[src/rtl/pac_arm_pkg.sv]
// rtl/pac_arm_pkg.sv - shared Pac-ARM execute-stage types and widths
package pac_arm_pkg;

  localparam int ANCHO_DATO = 32;

  typedef enum logic [1:0] {ESPERA, CALCULO, FIN} estado_mult_t;

endpackage

[src/rtl/sumador32bit.sv]
// rtl/sumador32bit.sv - 32-bit ripple adder with carry in/out
module sumador32bit
  import pac_arm_pkg::*;
(
  input  logic [ANCHO_DATO-1:0] datoA,
  input  logic [ANCHO_DATO-1:0] datoB,
  input  logic                  carryIn,
  output logic [ANCHO_DATO-1:0] suma,
  output logic                  c
);

  assign {c, suma} = {1'b0, datoA} + {1'b0, datoB} + {{ANCHO_DATO{1'b0}}, carryIn};

endmodule

[src/rtl/multiplicador_secuencial.sv]
// rtl/multiplicador_secuencial.sv - 32-iteration unsigned shift-add multiplier
// Optional MULT_RESULTADO64_EN exposes the high product word and 64-bit flags.
module multiplicador_secuencial
  import pac_arm_pkg::*;
#(
  parameter int ANCHO = ANCHO_DATO
)
(
  input  logic             clk,
  input  logic             rst,
  input  logic             inicio,
  input  logic [ANCHO-1:0] datoA,
  input  logic [ANCHO-1:0] datoB,
  output logic             ocupado,
  output logic             listo,
  output logic [ANCHO-1:0] resultado,
`ifdef MULT_RESULTADO64_EN
  output logic [ANCHO-1:0] resultadoAlto,
`endif
  output logic             negativo,
  output logic             cero
);

  localparam int CONT_W = $clog2(ANCHO) + 1;

  estado_mult_t      estado, estadoSig;
  logic [ANCHO-1:0]  regA, regAlto, regBajo;
  logic [CONT_W-1:0] contador;
  logic [ANCHO-1:0]  sumandoB, suma;
  logic              c;

  assign sumandoB = regBajo[0] ? regA : '0;

  sumador32bit uSumador (
    .datoA  (regAlto),
    .datoB  (sumandoB),
    .carryIn(1'b0),
    .suma   (suma),
    .c      (c)
  );

  always_comb begin
    estadoSig = estado;
    ocupado   = 1'b0;
    listo     = 1'b0;
    case (estado)
      ESPERA:  if (inicio) estadoSig = CALCULO;
      CALCULO: begin
        ocupado = 1'b1;
        if (contador == CONT_W'(ANCHO - 1)) estadoSig = FIN;
      end
      FIN: begin
        ocupado   = 1'b1;
        listo     = 1'b1;
        estadoSig = ESPERA;
      end
      default: estadoSig = ESPERA;
    endcase
  end

  always_ff @(posedge clk) begin
    if (rst) begin
      estado   <= ESPERA;
      regA     <= '0;
      regAlto  <= '0;
      regBajo  <= '0;
      contador <= '0;
    end else begin
      estado <= estadoSig;
      case (estado)
        ESPERA: if (inicio) begin
          regA     <= datoA;
          regAlto  <= '0;
          regBajo  <= datoB;
          contador <= '0;
        end
        // Adder carry lands in regAlto's MSB so the 64-bit product never overflows.
        CALCULO: begin
          {regAlto, regBajo} <= {c, suma, regBajo[ANCHO-1:1]};
          contador           <= contador + CONT_W'(1);
        end
        default: ;
      endcase
    end
  end

  assign resultado = regBajo;
`ifdef MULT_RESULTADO64_EN
  assign resultadoAlto = regAlto;
  assign negativo      = regAlto[ANCHO-1];
  assign cero          = ({regAlto, regBajo} == '0);
`else
  assign negativo      = regBajo[ANCHO-1];
  assign cero          = (regBajo == '0);
`endif

endmodule

[config.mk]
export PLATFORM = sky130hd
export DESIGN_NAME = multiplicador_secuencial
export DESIGN_NICKNAME = d
export VERILOG_FILES = /design/src/rtl/pac_arm_pkg.sv /design/src/rtl/sumador32bit.sv /design/src/rtl/multiplicador_secuencial.sv
export SDC_FILE = /design/constraint.sdc
export NUM_CORES = 1
export LEC_CHECK = 0
export ABC_AREA = 0
export ABC_CLOCK_PERIOD_IN_PS = 3600
export CORE_UTILIZATION = 51
export CTS_CLUSTER_SIZE = 40
export DETAILED_ROUTE_END_ITERATION = 7
export PLACE_DENSITY_LB_ADDON = 0.12
export SLEW_MARGIN = 0
export SYNTH_ARGS = -nofsm -noshare
export SYNTH_HDL_FRONTEND = slang
export SYNTH_SLANG_ARGS = --single-unit
[constraint.sdc]
create_clock -name clk -period 3.6 [get_ports clk]
set_clock_uncertainty 0.15 [all_clocks]
set_input_delay 0.36 -clock clk [delete_from_list [all_inputs] [get_ports clk]]
set_output_delay 0.36 -clock clk [all_outputs]
set_load 0.01 [all_outputs]
Yosys cells after proc, flatten, opt, wreduce, memory -nomap -nowiden
Index checks and enable logic that the tools add are counted.
Storage, ports and cells
  register bits after elaboration: 104
  output and inout bits: 36
  word-level logic and storage cells: 31
Cells by class
  add/subtract/negate cells: 2
  equality and inequality tests: 5
  multiplexer cells: 12
  reduce and logical (&&, ||, !) cells: 7
Operators by type and width (count)
  32-bit one-hot mux with 2 select lines: 2
  32-bit 2-to-1 mux: 3
  32-bit by 32-bit adder with 33-bit output: 1
  32-bit logical NOT: 1
  6-bit one-hot mux with 2 select lines: 1
  6-bit by 1-bit adder with 6-bit output (second input constant): 1
  6-bit by 5-bit == test with 1-bit output (second input constant): 1
  6-bit 2-to-1 mux: 1
  2-bit AND reduction: 3
  2-bit 2-to-1 mux: 2
  2-bit != test (second input constant): 2
  2-bit one-hot mux with 2 select lines: 1
  2-bit by 1-bit == test with 1-bit output (second input constant): 1
  2-bit == test (second input constant): 1
  2-bit logical NOT: 1
  1-bit 2-to-1 mux: 2
  2-bit nonzero test: 1
  2-bit OR reduction: 1

Longest topological paths before layout
Gate-level depths: netlist of run 1.
  word-level depth: 3
  mapped depth: 11

By module
A second synthesis of run 1 with hierarchy kept.
Second synthesis, totals
  cell total of the unflattened synthesis: 729
  area total of the unflattened synthesis: 6304.8 sq um
Modules (own cells, without submodules)
  multiplicador_secuencial: times used 1, cells an instance 492, area an instance 4590.7 sq um, sequential area each 2082.0 sq um
  sumador32bit: times used 1, cells an instance 237, area an instance 1714.1 sq um, sequential area each 0.0 sq um

Worst setup path after synthesis of run 1
OpenSTA, ideal clock, no wires.
  path type: reg-to-reg
  from: register regBajo[0], in the netlist resultado[0]
  to: register regAlto[23]
  arrival time: 2587 ps
  slack: 746 ps
  cell stages (with the launch flop): 11
  path buffers: 1
  path through: dfxtp_1 clkbuf_1 nand2_1 fa_1 nand2b_1 a21oi_2 o2111ai_4 o31a_1 a31oi_4 o21ai_1 a32o_1
On the way
  word-level cells in the longest chain between the ends: 3
Ends and longest elaborated chain
  start: declaration: line multiplicador_secuencial.sv:27  | logic [ANCHO-1:0] regA, regAlto, regBajo;
  start signal: assignment: line multiplicador_secuencial.sv:74  | regBajo <= datoB;
  start signal: assignment: line multiplicador_secuencial.sv:79  | {regAlto, regBajo} <= {c, suma, regBajo[ANCHO-1:1]};
  32-bit 2-to-1 mux: line multiplicador_secuencial.sv:32  | assign sumandoB = regBajo[0] ? regA : '0;
  32-bit by 32-bit adder with 33-bit output: line sumador32bit.sv:12  | assign {c, suma} = {1'b0, datoA} + {1'b0, datoB} + {{ANCHO_DATO{1'b0}}, carryIn};
  32-bit one-hot mux with 2 select lines: line multiplicador_secuencial.sv:70  | case (estado)
  end signal: assignment: line multiplicador_secuencial.sv:79
  end: declaration: line multiplicador_secuencial.sv:27
No other way between the ends.
A chain may end at the register's enable or synchronous reset.

Worst setup path in the final report of run 1
Same ends and word-level chain as after synthesis.

==> reports/metrics.csv, run 1 <==
stage,metric,value,unit
run_status,status,"complete, but fails checks",
run_status,failing checks,design-rule violations,
synth,Synth Area in Compound Gates,0.239,
worst_setup_path,worst r2r path cells,11,
global_routing,antenna violations before repair,0,
clock_network,CTS H-tree depth,3,
floorplanning,core area,11600,um^2
floorplanning,number of top-level pins,103,
clock_network,clock slew at reported path FFs,0.08,ns
synth,multiplexer share of the synthesized area,0.0587,
placement,Port Buffers,102,
synth,"Avg Cell Area, Syn",7.96,um^2
worst_setup_path,crit-path max FO,11,
timing,part of the cycle the worst path needs,0.854,
clock_network,Post-CTS Setup Inserts,0,
worst_setup_path,Critical Path Sink Type,flip-flop,
global_routing,GRT Overall Usage,0.267,
worst_setup_path,Required @ worst endpoint,3.71,ns
timing,TNS Setup,0,ns
synth,Post-Synth Simple-Gate Area,0.225,
route,drt via density,5.82,
synth,#FFs+latches synth,104,
clock_network,clk sinks,104,
placement,routability cong.,0.903,
timing,Rel. slew slack,0.174,
floorplanning,Die Y,112,um
timing,FMAX,325,MHz
worst_hold_path,hold depth,2,
finish,"most common cell after layout, fill and taps aside",nand2_1,
route,DR WL/cell,16.2,um
worst_setup_path,max incr delay on CP,0.52,ns
global_routing,Congestion Overflow GR,0,
synth,number of synthesized flops with an enable pin,0,
route,Vias,5791,
timing,Worst Tran Pin Value,1.24,ns
floorplanning,overall die width,112,um
finish,Area Overhead vs Synth,22.9,%
worst_setup_path,Worst Path Buf+Inv,1,
worst_setup_path,critical path depth,11,
worst_setup_path,FF-to-FF End,regAlto[23],
global_routing,number of global-route vias before repair,5689,
finish,ANT cells,0,
power_and_ir_drop,Worst IR Drop VDD,294,uV
timing,"Setup violations, final",0,
synth,Async SR Flop Fraction,0,
timing,final hold violations,0,
worst_setup_path,slowest CP cell,dfxtp_1,
global_routing,largest net degree at the start of global routing,66,
worst_setup_path,critical path launch point type,flip-flop,
floorplanning,DIE AREA,12500,um^2
global_routing,first-pass GRT wire length,26900,um
finish,Fill cells,1008,
finish,fin nets,951,
worst_setup_path,Top delay family on crit path,compound AO/OA/AOI/OAI gates,
route,DRC,1,
synth,Syn Nets,875,
finish,fraction of layout cells with a size suffix above 1,0.0516,
synth,Post-Syn Area,6140,um^2
clock_network,hold_buf cts,0,
synth,Synth Flop Type,dfxtp_1,
flow_run,Max Cap Viol,0,
clock_network,post_cts resized,0,
finish,most frequent cells in the layout,"122 x nand2_1, 104 x dfxtp_1, 101 x clkdlybuf4s50_1, 72 x a21oi_1, 66 x nor2_1",
synth,YS warnings,0,
route,ANT nets after route,0,
worst_setup_path,crit-path cells,and2_1 > ha_1 > inv_1 > fa_1 > nand2b_1 > a21oi_2 > o2111ai_4 > o31a_1 > a31oi_4 > o21ai_1 > a32o_1,
worst_setup_path,crit path capture,regAlto[23],
synth,Synth Area in Adders,0.0767,
synth,cell count after synthesis,771,
worst_setup_path,critical path type,reg2reg,
power_and_ir_drop,PwrDens,423,nW/um^2
timing,RSZ-0062 raised after global routing,false,
route,initial DRC count,306,
synth,largest family of logic cells by synthesized area,compound AO/OA/AOI/OAI gates,
worst_setup_path,reg2reg setup slack,0.52,ns
clock_network,Num CTS Buffers,9,
timing,post-layout min period,3.08,ns
worst_setup_path,Worst R2R Start,resultado[0],
worst_hold_path,Hold Crit Class,in2reg,
power_and_ir_drop,Leak,0.00304,uW
power_and_ir_drop,Tot Pwr,3190,uW
route,DRT Wirelength,16200,um
floorplanning,Rows,39,
placement,DP Wirelength,11800,um
floorplanning,starting density of the core,0.531,
synth,Synth Area in XOR/XNOR,0.0228,
synth,Yosys cell types,58,
timing,Max Slew Vio Count,0,
clock_network,Skew-Pair Late Insertion Delay,0.36,ns
worst_setup_path,crit path from,resultado[0],
synth,sequential-to-total area share from yosys stat,0.339,
clock_network,Root Driver,clkbuf_16,
route,Detailed Routing Iterations Pass 1,6,
clock_network,CTS tree,built,
clock_network,CTS Buffer Depth,2,
worst_setup_path,WP data arrival,3.18,ns
cells by family (layout without fill, tap and decap cells):
group / Yosys count / in the layout
adder cells (fa/ha/maj): 37 / 37
buffers and inverters: 62 / 143
flip-flops: 104 / 104
multiplexers: 36 / 36
AND/OR/NAND/NOR: 298 / 298
XOR/XNOR: 16 / 16
AO/OA/AOI/OAI: 218 / 218
flip-flops by register name (all words and copies together) (netlist names):
| signal | cells |
|---|---|
| contador | 6 |
| estado | 2 |
| regA | 32 |
| regAlto | 32 |
| resultado | 32 |
power breakdown:
part / internal [uW] / total [uW] / switching, uW
Combinational: 379 / 808 / 429
Sequential: 1260 / 1370 / 104
Clock: 547 / 1020 / 471
Total: 2190 / 3190 / 1000
cell type report:
cell class | instances | area (um^2) | share of cell area
Inverter | 14 | 52.6 | 0.00697
Clock inverter | 7 | 81.3 | 0.0108
Clock buffer | 9 | 225 | 0.0299
Tap cell | 143 | 179 | 0.0237
Sequential cell | 104 | 2080 | 0.276
Timing Repair Buffer | 113 | 1100 | 0.146
Multi-Input combinational cell | 605 | 3820 | 0.507
how the worst min path moves through the flow:
stage | start | slack (ns) | to
6_report | rst | 0.30 | regAlto[10]
5_1_grt | regA[31] | 0.32 | regA[31]
4_1_cts | rst | 0.30 | regAlto[11]
3_5_place_dp | regA[29] | 0.29 | regA[29]
3_3_place_gp | regA[30] | 0.29 | regA[30]
2_1_floorplan | regAlto[12] | 0.28 | regAlto[12]
layer usage:
layer | wire (um) | GRT usage | up-vias
met5 | 0 | 0 | -
met4 | 272 | 0.0802 | 0
met3 | 819 | 0.0664 | 24
met2 | 7880 | 0.460 | 151
met1 | 7180 | 0.326 | 2707
li1 | - | - | 2909
per-stage QoR:
step	setup slack (ns)	hold slack (ns)	instances	cell area, um^2	util
floorplan	0.746	0.282	771	6140	-
global placement	0.623	0.290	979	7240	0.626
detailed placement	0.548	0.293	979	7240	0.626
CTS	0.517	0.298	995	7540	0.652
global route	0.334	0.324	995	7540	0.652
finish	0.524	0.299	995	7540	0.652
Yosys cell counts (9+ instances only):
cell type    n  share of area
nand2_1    122          0.075
dfxtp_1    104           0.34
a21oi_1     72          0.059
nor2_1      67          0.041
clkbuf_1    40          0.024
and2_1      36          0.037
ha_1        36          0.073
mux2i_1     36          0.059
a211oi_1    35          0.043
o21ai_0     31          0.025
a21o_1      17          0.021
nand3_1     17          0.014
a22oi_1     15          0.018
inv_1       14         0.0086
nand4_1     11          0.011
xor2_1      10          0.014
nor4_1       9         0.0092
Power figures use the tool's default switching activity.
==> run 2, diff against run 1 <==
--- a/config.mk
+++ b/config.mk
@@ -11,7 +11,7 @@
 export CTS_CLUSTER_SIZE = 40
 export DETAILED_ROUTE_END_ITERATION = 7
 export PLACE_DENSITY_LB_ADDON = 0.12
-export SLEW_MARGIN = 0
+export SLEW_MARGIN = 20
 export SYNTH_ARGS = -nofsm -noshare
 export SYNTH_HDL_FRONTEND = slang
 export SYNTH_SLANG_ARGS = --single-unit
==> run 2 against run 1 <==
Effect of this change: the run still ends with design-rule violations left; non-clock buffer count is the same; final cell count unchanged; register-to-register slack about the same; critical path depth stayed put; clock power hardly changed; critical endpoint unchanged; highest routed layer unchanged.
==> reports/metrics.csv, run 2 (synthesis gave the netlist of run 1 again) <==
stage,metric,value,unit,change
global_routing,number of global-route vias before repair,5689,,unchanged
floorplanning,number of top-level pins,103,,unchanged
finish,Post-Layout Cell Count,995,,unchanged
worst_setup_path,Critical Path Sink Type,flip-flop,,
timing,Hold WS,0.300,ns,+0.000846 ns
placement,DP Wirelength,11800,um,unchanged
timing,part of the cycle the worst path needs,0.854,,about the same
timing,final hold violations,0,,unchanged
route,initial DRC count,307,,+0.33%
power_and_ir_drop,Leak,0.00304,uW,about the same
timing,Max Slew Vio Count,0,,unchanged
worst_setup_path,critical path launch point type,flip-flop,,
power_and_ir_drop,PwrDens,423,nW/um^2,about the same
placement,Cells after DPL,979,,unchanged
floorplanning,starting density of the core,0.531,,unchanged
worst_setup_path,WP data arrival,3.18,ns,about the same
clock_network,Skew-Pair Late Insertion Delay,0.36,ns,about the same
worst_setup_path,Worst R2R Start,resultado[0],,
run_status,failing checks,design-rule violations,,
global_routing,largest net degree at the start of global routing,66,,unchanged
worst_hold_path,Hold Crit Class,in2reg,,
worst_setup_path,FF-to-FF End,regAlto[23],,
flow_run,Max Cap Viol,0,,unchanged
timing,post-layout min period,3.07,ns,-0.00255 ns
floorplanning,overall die width,112,um,unchanged
finish,most frequent cells in the layout,"121 x nand2_1, 104 x dfxtp_1, 101 x clkdlybuf4s50_1, 72 x a21oi_1, 66 x nor2_1",,
clock_network,Num CTS Buffers,9,,unchanged
finish,finished layout cell area,7550,um^2,about the same
floorplanning,core area,11600,um^2,unchanged
finish,ANT cells,0,,unchanged
global_routing,GRT Overall Usage,0.267,,unchanged
worst_setup_path,Required @ worst endpoint,3.71,ns,about the same
power_and_ir_drop,Worst IR Drop VDD,294,uV,about the same
route,Detailed Routing Iterations Pass 1,7,,+1
global_routing,antenna violations before repair,0,,unchanged
clock_network,hold_buf cts,0,,unchanged
timing,Worst Tran Pin Value,0.700,ns,-0.537 ns
finish,"most common cell after layout, fill and taps aside",nand2_1,,
clock_network,CTS tree,built,,
global_routing,Congestion Overflow GR,0,,unchanged
route,DR WL/cell,16.3,um,+0.15%
global_routing,first-pass GRT wire length,26900,um,unchanged
floorplanning,DIE AREA,12500,um^2,unchanged
clock_network,CTS Buffer Depth,2,,unchanged
finish,Area Overhead vs Synth,23.0,%,about the same
clock_network,Root Driver,clkbuf_16,,
worst_setup_path,critical path type,reg2reg,,
worst_setup_path,crit-path max FO,11,,unchanged
clock_network,Post-CTS Setup Inserts,0,,unchanged
route,drt via density,5.83,,+0.14%
floorplanning,Rows,39,,unchanged
timing,Rel. slew slack,0.532,,+0.358
worst_setup_path,reg2reg setup slack,0.53,ns,about the same
worst_hold_path,Hold Crit Start,rst,,
route,Vias,5799,,+0.14%
clock_network,clock slew at reported path FFs,0.08,ns,about the same
timing,RSZ-0062 raised after global routing,false,,
placement,placed cell area,7240,um^2,unchanged
placement,routability cong.,0.903,,unchanged
finish,Fill cells,1006,,-0.20%
clock_network,CTS H-tree depth,3,,unchanged
clock_network,clk sinks,104,,unchanged
route,DRC,1,,unchanged
timing,FMAX,325,MHz,about the same
power_and_ir_drop,Tot Pwr,3200,uW,+0.11%
worst_hold_path,hold depth,2,,unchanged
route,DRT Wirelength,16200,um,+0.15%
timing,"Setup violations, final",0,,unchanged
route,ANT nets after route,0,,unchanged
clock_network,post_cts resized,0,,unchanged
placement,Port Buffers,102,,unchanged
floorplanning,Die Y,112,um,unchanged
run_status,status,"complete, but fails checks",,
finish,fin nets,951,,unchanged
finish,fraction of layout cells with a size suffix above 1,0.0540,,+0.00235
timing,TNS Setup,0,ns,unchanged
worst_setup_path,worst r2r path cells,11,,unchanged
worst_hold_path,worst hold endpoint,regAlto[10],,
## run 2: worst max path at each step
| stage | from | endpoint | slack (ns) | cells past startpoint |
|---|---|---|---|---|
| after global routing | resultado[0] | regAlto[23] | 0.33 | 11 |
| after global placement | resultado[0] | regAlto[23] | 0.62 | 11 |
| final | resultado[0] | regAlto[23] | 0.53 | 11 |
| after detailed placement | resultado[0] | regAlto[23] | 0.55 | 11 |
| after CTS | resultado[0] | regAlto[23] | 0.52 | 11 |
| after floorplan | resultado[0] | regAlto[23] | 0.75 | 10 |
## run 2: cell type report
cell class,instances,area (um^2),area share
clock buffer,9,225,0.0298
multi-input combinational,605,3830,0.507
tap,143,179,0.0237
inverter,14,52.6,0.00696
timing repair buffer,113,1100,0.146
sequential,104,2080,0.276
clock inverter,7,81.3,0.0108
## run 2: metrics by stage
| step | utilization | worst slack [ns] |
|---|---|---|
| after detailed placement | 0.626 | 0.548 |
| after floorplan | - | 0.746 |
| after global placement | 0.626 | 0.623 |
| final | 0.653 | 0.527 |
| after CTS | 0.652 | 0.517 |
| after global routing | 0.653 | 0.334 |
## run 2: power by group
part / internal (uW) / total [uW] / leakage (uW) / switching, uW
clock: 547 / 1020 / 0.000149 / 472
combinational: 380 / 811 / 0.00204 / 431
sequential: 1260 / 1370 / 0.000851 / 104
total: 2190 / 3200 / 0.00304 / 1010
## run 2: worst max-delay path, stage by stage (launching register included)
cell	delay [ns]
dfxtp_1	0.52
and2_1	0.18
ha_1	0.16
inv_1	0.05
fa_1	0.37
nand2b_1	0.20
a21oi_2	0.21
o2111ai_4	0.19
o31a_1	0.38
a31oi_4	0.22
o21ai_1	0.08
a32o_1	0.26
## run 2: routing by layer
metal	GRT usage	vias to the layer above	share of wire
met3	0.0664	24	0.051
met1	0.326	2707	0.45
li1	-	2912	-
met2	0.460	156	0.49
met5	0	-	0
met4	0.0802	0	0.017
